### src/rtl/ysyx_23060025_ifu_fetch_if.sv
// ----------------------------------------------------------------------------
// ysyx_23060025_ifu_fetch_if
// Fetch-side bus between the instruction fetch unit and the icache.
//   out_paddr      fetch address; held from the request cycle through the
//                  response cycle because the icache reads it combinationally
//   out_psel       one-cycle fetch request
//   in_pready      one-cycle response strobe from the icache
//   in_prdata      instruction word, valid while in_pready is high
//   out_fence_flag one-cycle icache invalidate request
// Modports: master = fetch unit, slave = icache.
// ----------------------------------------------------------------------------
interface ysyx_23060025_ifu_fetch_if #(
   parameter int ADDR_WIDTH = 32
);
   logic [ADDR_WIDTH-1:0] out_paddr;
   logic                  out_psel;
   logic                  in_pready;
   logic [31:0]           in_prdata;
   logic                  out_fence_flag;

   modport master (
      output out_paddr,
      output out_psel,
      output out_fence_flag,
      input  in_pready,
      input  in_prdata
   );

   modport slave (
      input  out_paddr,
      input  out_psel,
      input  out_fence_flag,
      output in_pready,
      output in_prdata
   );
endinterface

### src/rtl/ysyx_23060025_ifu_fetch.sv
// ----------------------------------------------------------------------------
// ysyx_23060025_ifu_fetch
// Instruction fetch stage sitting in front of the icache. Owns the PC, keeps
// at most one fetch outstanding, buffers one returned instruction toward
// decode, applies execute redirects and sequences fence.i invalidation.
// Ports:
//   clock, reset    single clock; asynchronous active-low reset
//   ic              icache bus (master side), see ysyx_23060025_ifu_fetch_if
//   redirect_valid  execute redirect strobe, target on redirect_pc
//   fence_req       fence.i request, only honoured together with redirect_valid
//   ds_valid/ready  handshake of the one-entry buffer toward decode
//   ds_inst, ds_pc  buffered instruction and its PC
//   perf_fetch_cnt  delivered fetches, perf_wait_cyc cycles waiting on icache
// Build option: define IFU_PERF_CNT_EN to implement the two performance
// counters; otherwise both counter ports read as zero.
// ----------------------------------------------------------------------------
module ysyx_23060025_ifu_fetch #(
   parameter int                    ADDR_WIDTH = 32,
   parameter logic [ADDR_WIDTH-1:0] RESET_PC   = 32'h3000_0000
) (
   input  logic                          clock,
   input  logic                          reset,
   ysyx_23060025_ifu_fetch_if.master     ic,
   input  logic                          redirect_valid,
   input  logic [ADDR_WIDTH-1:0]         redirect_pc,
   input  logic                          fence_req,
   output logic                          ds_valid,
   input  logic                          ds_ready,
   output logic [31:0]                   ds_inst,
   output logic [ADDR_WIDTH-1:0]         ds_pc,
   output logic [31:0]                   perf_fetch_cnt,
   output logic [31:0]                   perf_wait_cyc
);

   typedef enum logic [2:0] {
      S_BOOT   = 3'd0,
      S_REQ    = 3'd1,
      S_WAIT   = 3'd2,
      S_FENCE0 = 3'd3,
      S_FENCE1 = 3'd4
   } state_t;

   localparam logic [ADDR_WIDTH-1:0] PC_STEP = ADDR_WIDTH'(32'd4);

   state_t                state_r;
   state_t                state_nxt_s;
   logic [ADDR_WIDTH-1:0] pc_r;
   logic [ADDR_WIDTH-1:0] pending_pc_r;
   logic                  kill_r;
   logic                  fence_pend_r;
   logic                  ds_valid_r;
   logic [31:0]           ds_inst_r;
   logic [ADDR_WIDTH-1:0] ds_pc_r;
   logic                  psel_s;
   logic                  fence_flag_s;
   logic                  fence_hit_s;
   logic                  deliver_s;
   logic [ADDR_WIDTH-1:0] target_s;
   logic                  unused_ok_s;

   // Redirect targets are forced to word alignment; the low bits are dropped.
   assign target_s    = {redirect_pc[ADDR_WIDTH-1:2], 2'b00};
   assign unused_ok_s = &{1'b0, redirect_pc[1:0]};
   assign fence_hit_s = redirect_valid & fence_req;
   // A response is only delivered when neither an earlier nor a same-cycle
   // redirect has made it stale.
   assign deliver_s   = (state_r == S_WAIT) & ic.in_pready & ~kill_r & ~redirect_valid;

   assign ic.out_paddr      = pc_r;
   assign ic.out_psel       = psel_s;
   assign ic.out_fence_flag = fence_flag_s;
   assign ds_valid          = ds_valid_r;
   assign ds_inst           = ds_inst_r;
   assign ds_pc             = ds_pc_r;

   // Next-state and request/invalidate decode.
   always_comb begin
      state_nxt_s  = state_r;
      psel_s       = 1'b0;
      fence_flag_s = 1'b0;
      case (state_r)
         S_BOOT: begin
            state_nxt_s = S_REQ;
         end
         S_REQ: begin
            // Only issue when the buffer has room at the next edge.
            psel_s = ~redirect_valid & (~ds_valid_r | ds_ready);
            if (fence_hit_s) begin
               state_nxt_s = S_FENCE0;
            end else if (psel_s) begin
               state_nxt_s = S_WAIT;
            end else begin
               state_nxt_s = S_REQ;
            end
         end
         S_WAIT: begin
            if (ic.in_pready) begin
               // A fence arriving with the response still gets honoured.
               if (fence_pend_r | fence_hit_s) begin
                  state_nxt_s = S_FENCE0;
               end else begin
                  state_nxt_s = S_REQ;
               end
            end else begin
               state_nxt_s = S_WAIT;
            end
         end
         S_FENCE0: begin
            fence_flag_s = 1'b1;
            state_nxt_s  = S_FENCE1;
         end
         S_FENCE1: begin
            if (fence_pend_r | fence_hit_s) begin
               state_nxt_s = S_FENCE0;
            end else begin
               state_nxt_s = S_REQ;
            end
         end
         default: begin
            state_nxt_s = S_BOOT;
         end
      endcase
   end

   // State, PC, pending redirect and fence bookkeeping.
   always_ff @(posedge clock or negedge reset) begin
      if (!reset) begin
         state_r      <= S_BOOT;
         pc_r         <= RESET_PC;
         pending_pc_r <= RESET_PC;
         kill_r       <= 1'b0;
         fence_pend_r <= 1'b0;
      end else begin
         state_r <= state_nxt_s;
         case (state_r)
            S_BOOT, S_REQ, S_FENCE0, S_FENCE1: begin
               if (redirect_valid) begin
                  pc_r <= target_s;
               end
            end
            S_WAIT: begin
               if (redirect_valid) begin
                  if (ic.in_pready) begin
                     pc_r   <= target_s;
                     kill_r <= 1'b0;
                  end else begin
                     // paddr must stay put until the response; park the target.
                     pending_pc_r <= target_s;
                     kill_r       <= 1'b1;
                  end
               end else if (ic.in_pready) begin
                  if (kill_r) begin
                     pc_r   <= pending_pc_r;
                     kill_r <= 1'b0;
                  end else begin
                     pc_r <= pc_r + PC_STEP;
                  end
               end
            end
            default: begin
               pc_r <= pc_r;
            end
         endcase
         // A fence during WAIT/FENCE is remembered; FENCE0 consumes it.
         if (fence_hit_s && (state_r == S_WAIT || state_r == S_FENCE0 || state_r == S_FENCE1)) begin
            fence_pend_r <= 1'b1;
         end else if (state_r == S_FENCE0) begin
            fence_pend_r <= 1'b0;
         end
      end
   end

   // One-entry instruction buffer toward decode; redirects flush it.
   always_ff @(posedge clock or negedge reset) begin
      if (!reset) begin
         ds_valid_r <= 1'b0;
         ds_inst_r  <= 32'd0;
         ds_pc_r    <= '0;
      end else if (redirect_valid) begin
         ds_valid_r <= 1'b0;
      end else if (deliver_s) begin
         ds_valid_r <= 1'b1;
         ds_inst_r  <= ic.in_prdata;
         ds_pc_r    <= pc_r;
      end else if (ds_valid_r && ds_ready) begin
         ds_valid_r <= 1'b0;
      end
   end

`ifdef IFU_PERF_CNT_EN
   logic [31:0] fetch_cnt_r;
   logic [31:0] wait_cyc_r;

   // Delivered-fetch and icache-wait counters, free-running with wrap.
   always_ff @(posedge clock or negedge reset) begin
      if (!reset) begin
         fetch_cnt_r <= 32'd0;
         wait_cyc_r  <= 32'd0;
      end else begin
         if (deliver_s) begin
            fetch_cnt_r <= fetch_cnt_r + 32'd1;
         end
         if (state_r == S_WAIT) begin
            wait_cyc_r <= wait_cyc_r + 32'd1;
         end
      end
   end

   assign perf_fetch_cnt = fetch_cnt_r;
   assign perf_wait_cyc  = wait_cyc_r;
`else
   assign perf_fetch_cnt = 32'd0;
   assign perf_wait_cyc  = 32'd0;
`endif

endmodule
### src/flat_wrapper.sv
// flat-port wrapper written by rule: the top's interface ports become plain ports
module ysyx_23060025_ifu_fetch_flat 
#(
   parameter int                    ADDR_WIDTH = 32,
   parameter logic [ADDR_WIDTH-1:0] RESET_PC   = 32'h3000_0000
)
  (clock, reset, redirect_valid, redirect_pc, fence_req, ds_valid, ds_ready, ds_inst, ds_pc, perf_fetch_cnt, perf_wait_cyc, ic_out_paddr, ic_out_psel, ic_out_fence_flag, ic_in_pready, ic_in_prdata);
  ysyx_23060025_ifu_fetch_if #(.ADDR_WIDTH(ADDR_WIDTH)) ic_i ();
  input  logic clock;
  input  logic reset;
  input  logic redirect_valid;
  input  logic [ADDR_WIDTH-1:0] redirect_pc;
  input  logic fence_req;
  output logic ds_valid;
  input  logic ds_ready;
  output logic [31:0] ds_inst;
  output logic [ADDR_WIDTH-1:0] ds_pc;
  output logic [31:0] perf_fetch_cnt;
  output logic [31:0] perf_wait_cyc;
  output wire logic [$bits(ic_i.out_paddr)-1:0] ic_out_paddr;
  output wire logic [$bits(ic_i.out_psel)-1:0] ic_out_psel;
  output wire logic [$bits(ic_i.out_fence_flag)-1:0] ic_out_fence_flag;
  input wire logic [$bits(ic_i.in_pready)-1:0] ic_in_pready;
  input wire logic [$bits(ic_i.in_prdata)-1:0] ic_in_prdata;
  assign ic_out_paddr = ic_i.out_paddr;
  assign ic_out_psel = ic_i.out_psel;
  assign ic_out_fence_flag = ic_i.out_fence_flag;
  assign ic_i.in_pready = ic_in_pready;
  assign ic_i.in_prdata = ic_in_prdata;
  ysyx_23060025_ifu_fetch #(.ADDR_WIDTH(ADDR_WIDTH), .RESET_PC(RESET_PC)) u_core (.clock(clock), .reset(reset), .ic(ic_i), .redirect_valid(redirect_valid), .redirect_pc(redirect_pc), .fence_req(fence_req), .ds_valid(ds_valid), .ds_ready(ds_ready), .ds_inst(ds_inst), .ds_pc(ds_pc), .perf_fetch_cnt(perf_fetch_cnt), .perf_wait_cyc(perf_wait_cyc));
endmodule
### config.mk
export PLATFORM = sky130hd
export DESIGN_NAME = ysyx_23060025_ifu_fetch_flat
export DESIGN_NICKNAME = d
export VERILOG_FILES = /design/src/rtl/ysyx_23060025_ifu_fetch_if.sv /design/src/rtl/ysyx_23060025_ifu_fetch.sv /design/src/flat_wrapper.sv
export SDC_FILE = /design/constraint.sdc
export NUM_CORES = 1
export LEC_CHECK = 0
export CAP_MARGIN = 20
export CORE_ASPECT_RATIO = 1.5
export CORE_UTILIZATION = 35
export DETAILED_ROUTE_END_ITERATION = 16
export PLACE_DENSITY_LB_ADDON = 0.1
export RECOVER_POWER = 25
export SYNTH_ARGS = -nofsm -noshare
export SYNTH_HDL_FRONTEND = slang
export SYNTH_SLANG_ARGS = --single-unit
export TNS_END_PERCENT = 20
### constraint.sdc
create_clock -name clock -period 2.7 [get_ports clock]
set_clock_uncertainty 0.1 [all_clocks]
set_input_delay 0.27 -clock clock [delete_from_list [all_inputs] [get_ports clock]]
set_output_delay 0.27 -clock clock [all_outputs]
set_load 0.01 [all_outputs]
==> qor.csv <==
metric,value,unit
status,"complete, no violations",
p_per_area,1150,nW/µm²
vias,4970,
setup_slack,0.253,ns
setup_violations,0,
cts_max_level,4,
ant_nets,0,
combPwrFrac,42.6,%
netSwitchingPower,0.00357,W
grt_pass1_vias,5267,
hold_violations,0,
synthCells,586,
reg2reg_depth,6,
initial_core_util,35.8,%
setup_tns,0,ns
nets,830,
switching_share,34.6,%
seq_power_share,35.4,%
cts_root_buf,clkbuf_16,
crit_path_start,u_core.state_r[0],
grt_pass1_wl,27600,µm
cp-start-kind,register,
synthesis.area,6640,µm²
dr.pass1.iters,4,
yosysUniqueCellTypes,54,
viasPerCell,4.85,
cts_setup_buffers,0,
yosys_warnings,0,
portBuffers,162,
numCtsBuffers,17,
synth_top_area_cell,dfrtp_1,
die_w,114,µm
synth-seq-area-share,48.3,%
finish.instance_area,8960,µm²
antenna_found_initial,0,
place_area,8380,µm²
cap_violations,0,
power.internal,0.00674,W
r2r_start,u_core.state_r[2],
area_growth,34.9,%
dp_hpwl,12200,µm
place_congestion,0.780,
arrival,2.08,ns
synth_top_area_share,46.7,%
rsz0062_at_grt,no,
relSlewSlack,39.7,%
overflow,0,
syn_area_per_cell,11.3,µm²
drive_above_1_share,21.5,%
crit_fanout,8,
pin_count,233,
drc,0,
n_antenna_cell,0,
ir_drop,569,µV
crit_type,register to primary output,
fp-row-count,61,
final_cell_mix,"161 x clkdlybuf4s50_1, 124 x dfrtp_1, 91 x mux2_2",
grt_max_degree,74,
r2r_setup_slack,0.50,ns
routedWlPerCell,16.8,µm
fill_cells,1728,
ys_ff_latch,128,
tightestPinTransition,0.901,ns
drv_slew,0,
core_area,18500,µm²
grt_use_total,18.5,%
critPathRequiredTime,2.33,ns
min_period_over_period,90.6,%
hold_class,input pin to async pin,
r2r_end,u_core.ic.out_paddr[21],
multiInputGateArea,2930,µm²
path_clk_slew,0.06,ns
drt-total-wl,17200,µm
clockBufferDepth,2,
p_clk_share,22.0,%
cp-end-kind,primary output,
final_common_cell,clkdlybuf4s50_1,
p_leak,3.89,nW
clkSinkCount,128,
drtIter0Drc,219,
regArea,3210,µm²
max_freq,0.409,GHz
synth_area_leaders,"dfrtp_1 47%, mux2_2 15%, buf_4 7.9%",
period_minus_slack,2.45,ns
die_area,19500,µm²
die_y,171,µm
cts_tree,done,
cp-endpoint,ic_out_fence_flag,
clk_latency,0.42,ns
place_ws,0.124,ns
timing repair:
item	4_1_cts	5_1_grt
gates resized for setup	0	0
endpoints found under the hold margin	70	0
hold buffers	1	0
cell usage after synthesis, drive strengths merged:
master,number
dfrtp,124
buf,92
mux2,92
nand2,38
nor2,22
a21oi,20
inv,19
mux2i,18
o21ai,18
nand3,14
xnor2,13
nand4,12
a221o,11
clkbuf,10
o22ai,9
nor3,8
a31oi,6
and3,6
a21boi,5
nor4,5
o211ai,5
xor2,5
dfstp,4
o22a,4
a41oi,3
a22oi,2
and2,2
and4bb,2
nand2b,2
nor2b,2
nor3b,2
a211oi,1
a2bb2oi,1
a311oi,1
conb,1
ha,1
nor4b,1
o21a,1
o21bai,1
o221ai,1
o31ai,1
or4,1
sequential cells by signal (all words and copies together) (netlist names):
name and flops:
u_core.pending_pc_r 30, u_core.ds_pc 30, u_core.ds_inst 32, u_core.ds_valid 1
u_core.ic.out_paddr 30, u_core.state_r 3, u_core.fence_pend_r 1, u_core.kill_r 1
stage by stage:
step           util (%)  std cells  hold slack [ns]  power [W]
2_1_floorplan         -        653           -0.126    0.00596
3_3_place_gp       45.2        991            0.242    0.00796
3_5_place_dp       45.2        991            0.249    0.00811
4_1_cts            48.4       1024            0.335     0.0104
5_1_grt            48.3       1024            0.354     0.0110
6_report           48.3       1024            0.331     0.0103
worst min path at each step:
| stage | startpoint | end | depth (start not counted) |
|---|---|---|---|
| floorplan | reset | u_core.ds_inst[0] | 0 |
| CTS | redirect_pc[5] | u_core.ic.out_paddr[5] | 3 |
| detailed placement | reset | u_core.ds_inst[8] | 1 |
| finish | reset | u_core.ds_inst[8] | 2 |
| global route | ic_in_prdata[9] | u_core.ds_inst[9] | 2 |
| global placement | reset | u_core.ds_inst[8] | 1 |
logic make-up after synthesis:
group | share of synthesized area, %
adder cells (fa/ha/maj) | 0.188
XOR/XNOR | 2.38
buffers and inverters | 11.5
AND/OR/NAND/NOR | 9.84
flip-flops | 48.3
multiplexers | 18.4
AO/OA/AOI/OAI | 9.37
other | 0.0565
layout make-up:
type	count	share of cell area, %
clock buffers	22	5.29
clock inverters	10	1.23
inverters	19	0.796
multi-input cells	404	32.7
flip-flops and latches	128	35.8
well taps	252	3.52
repair buffers	189	20.7
power by group through the flow:
| stage | Sequential, W | Clock [W] | Combinational [W] |
|---|---|---|---|
| after floorplan | 0.00376 | 0 | 0.00220 |
| after global placement | 0.00362 | 0 | 0.00434 |
| after detailed placement | 0.00368 | 0 | 0.00443 |
| after CTS | 0.00366 | 0.00233 | 0.00445 |
| after global routing | 0.00380 | 0.00241 | 0.00477 |
| final | 0.00364 | 0.00227 | 0.00439 |
metal layers:
metal | track usage (%) | up-vias | wire length (µm)
met2 | 33.5 | 193 | 9170
met1 | 19.9 | 2472 | 6540
met4 | 6.95 | 0 | 376
li1 | - | 2280 | -
met5 | 0 | - | 0
met3 | 5.60 | 25 | 1120
critical path, cell delays in order, from the launching register on:
cell,delay (ns)
dfrtp_1,0.44
buf_4,0.20
nor2b_1,0.31
and2_1,0.18
clkdlybuf4s50_1,0.53
(Power assumes the default switching activity.)
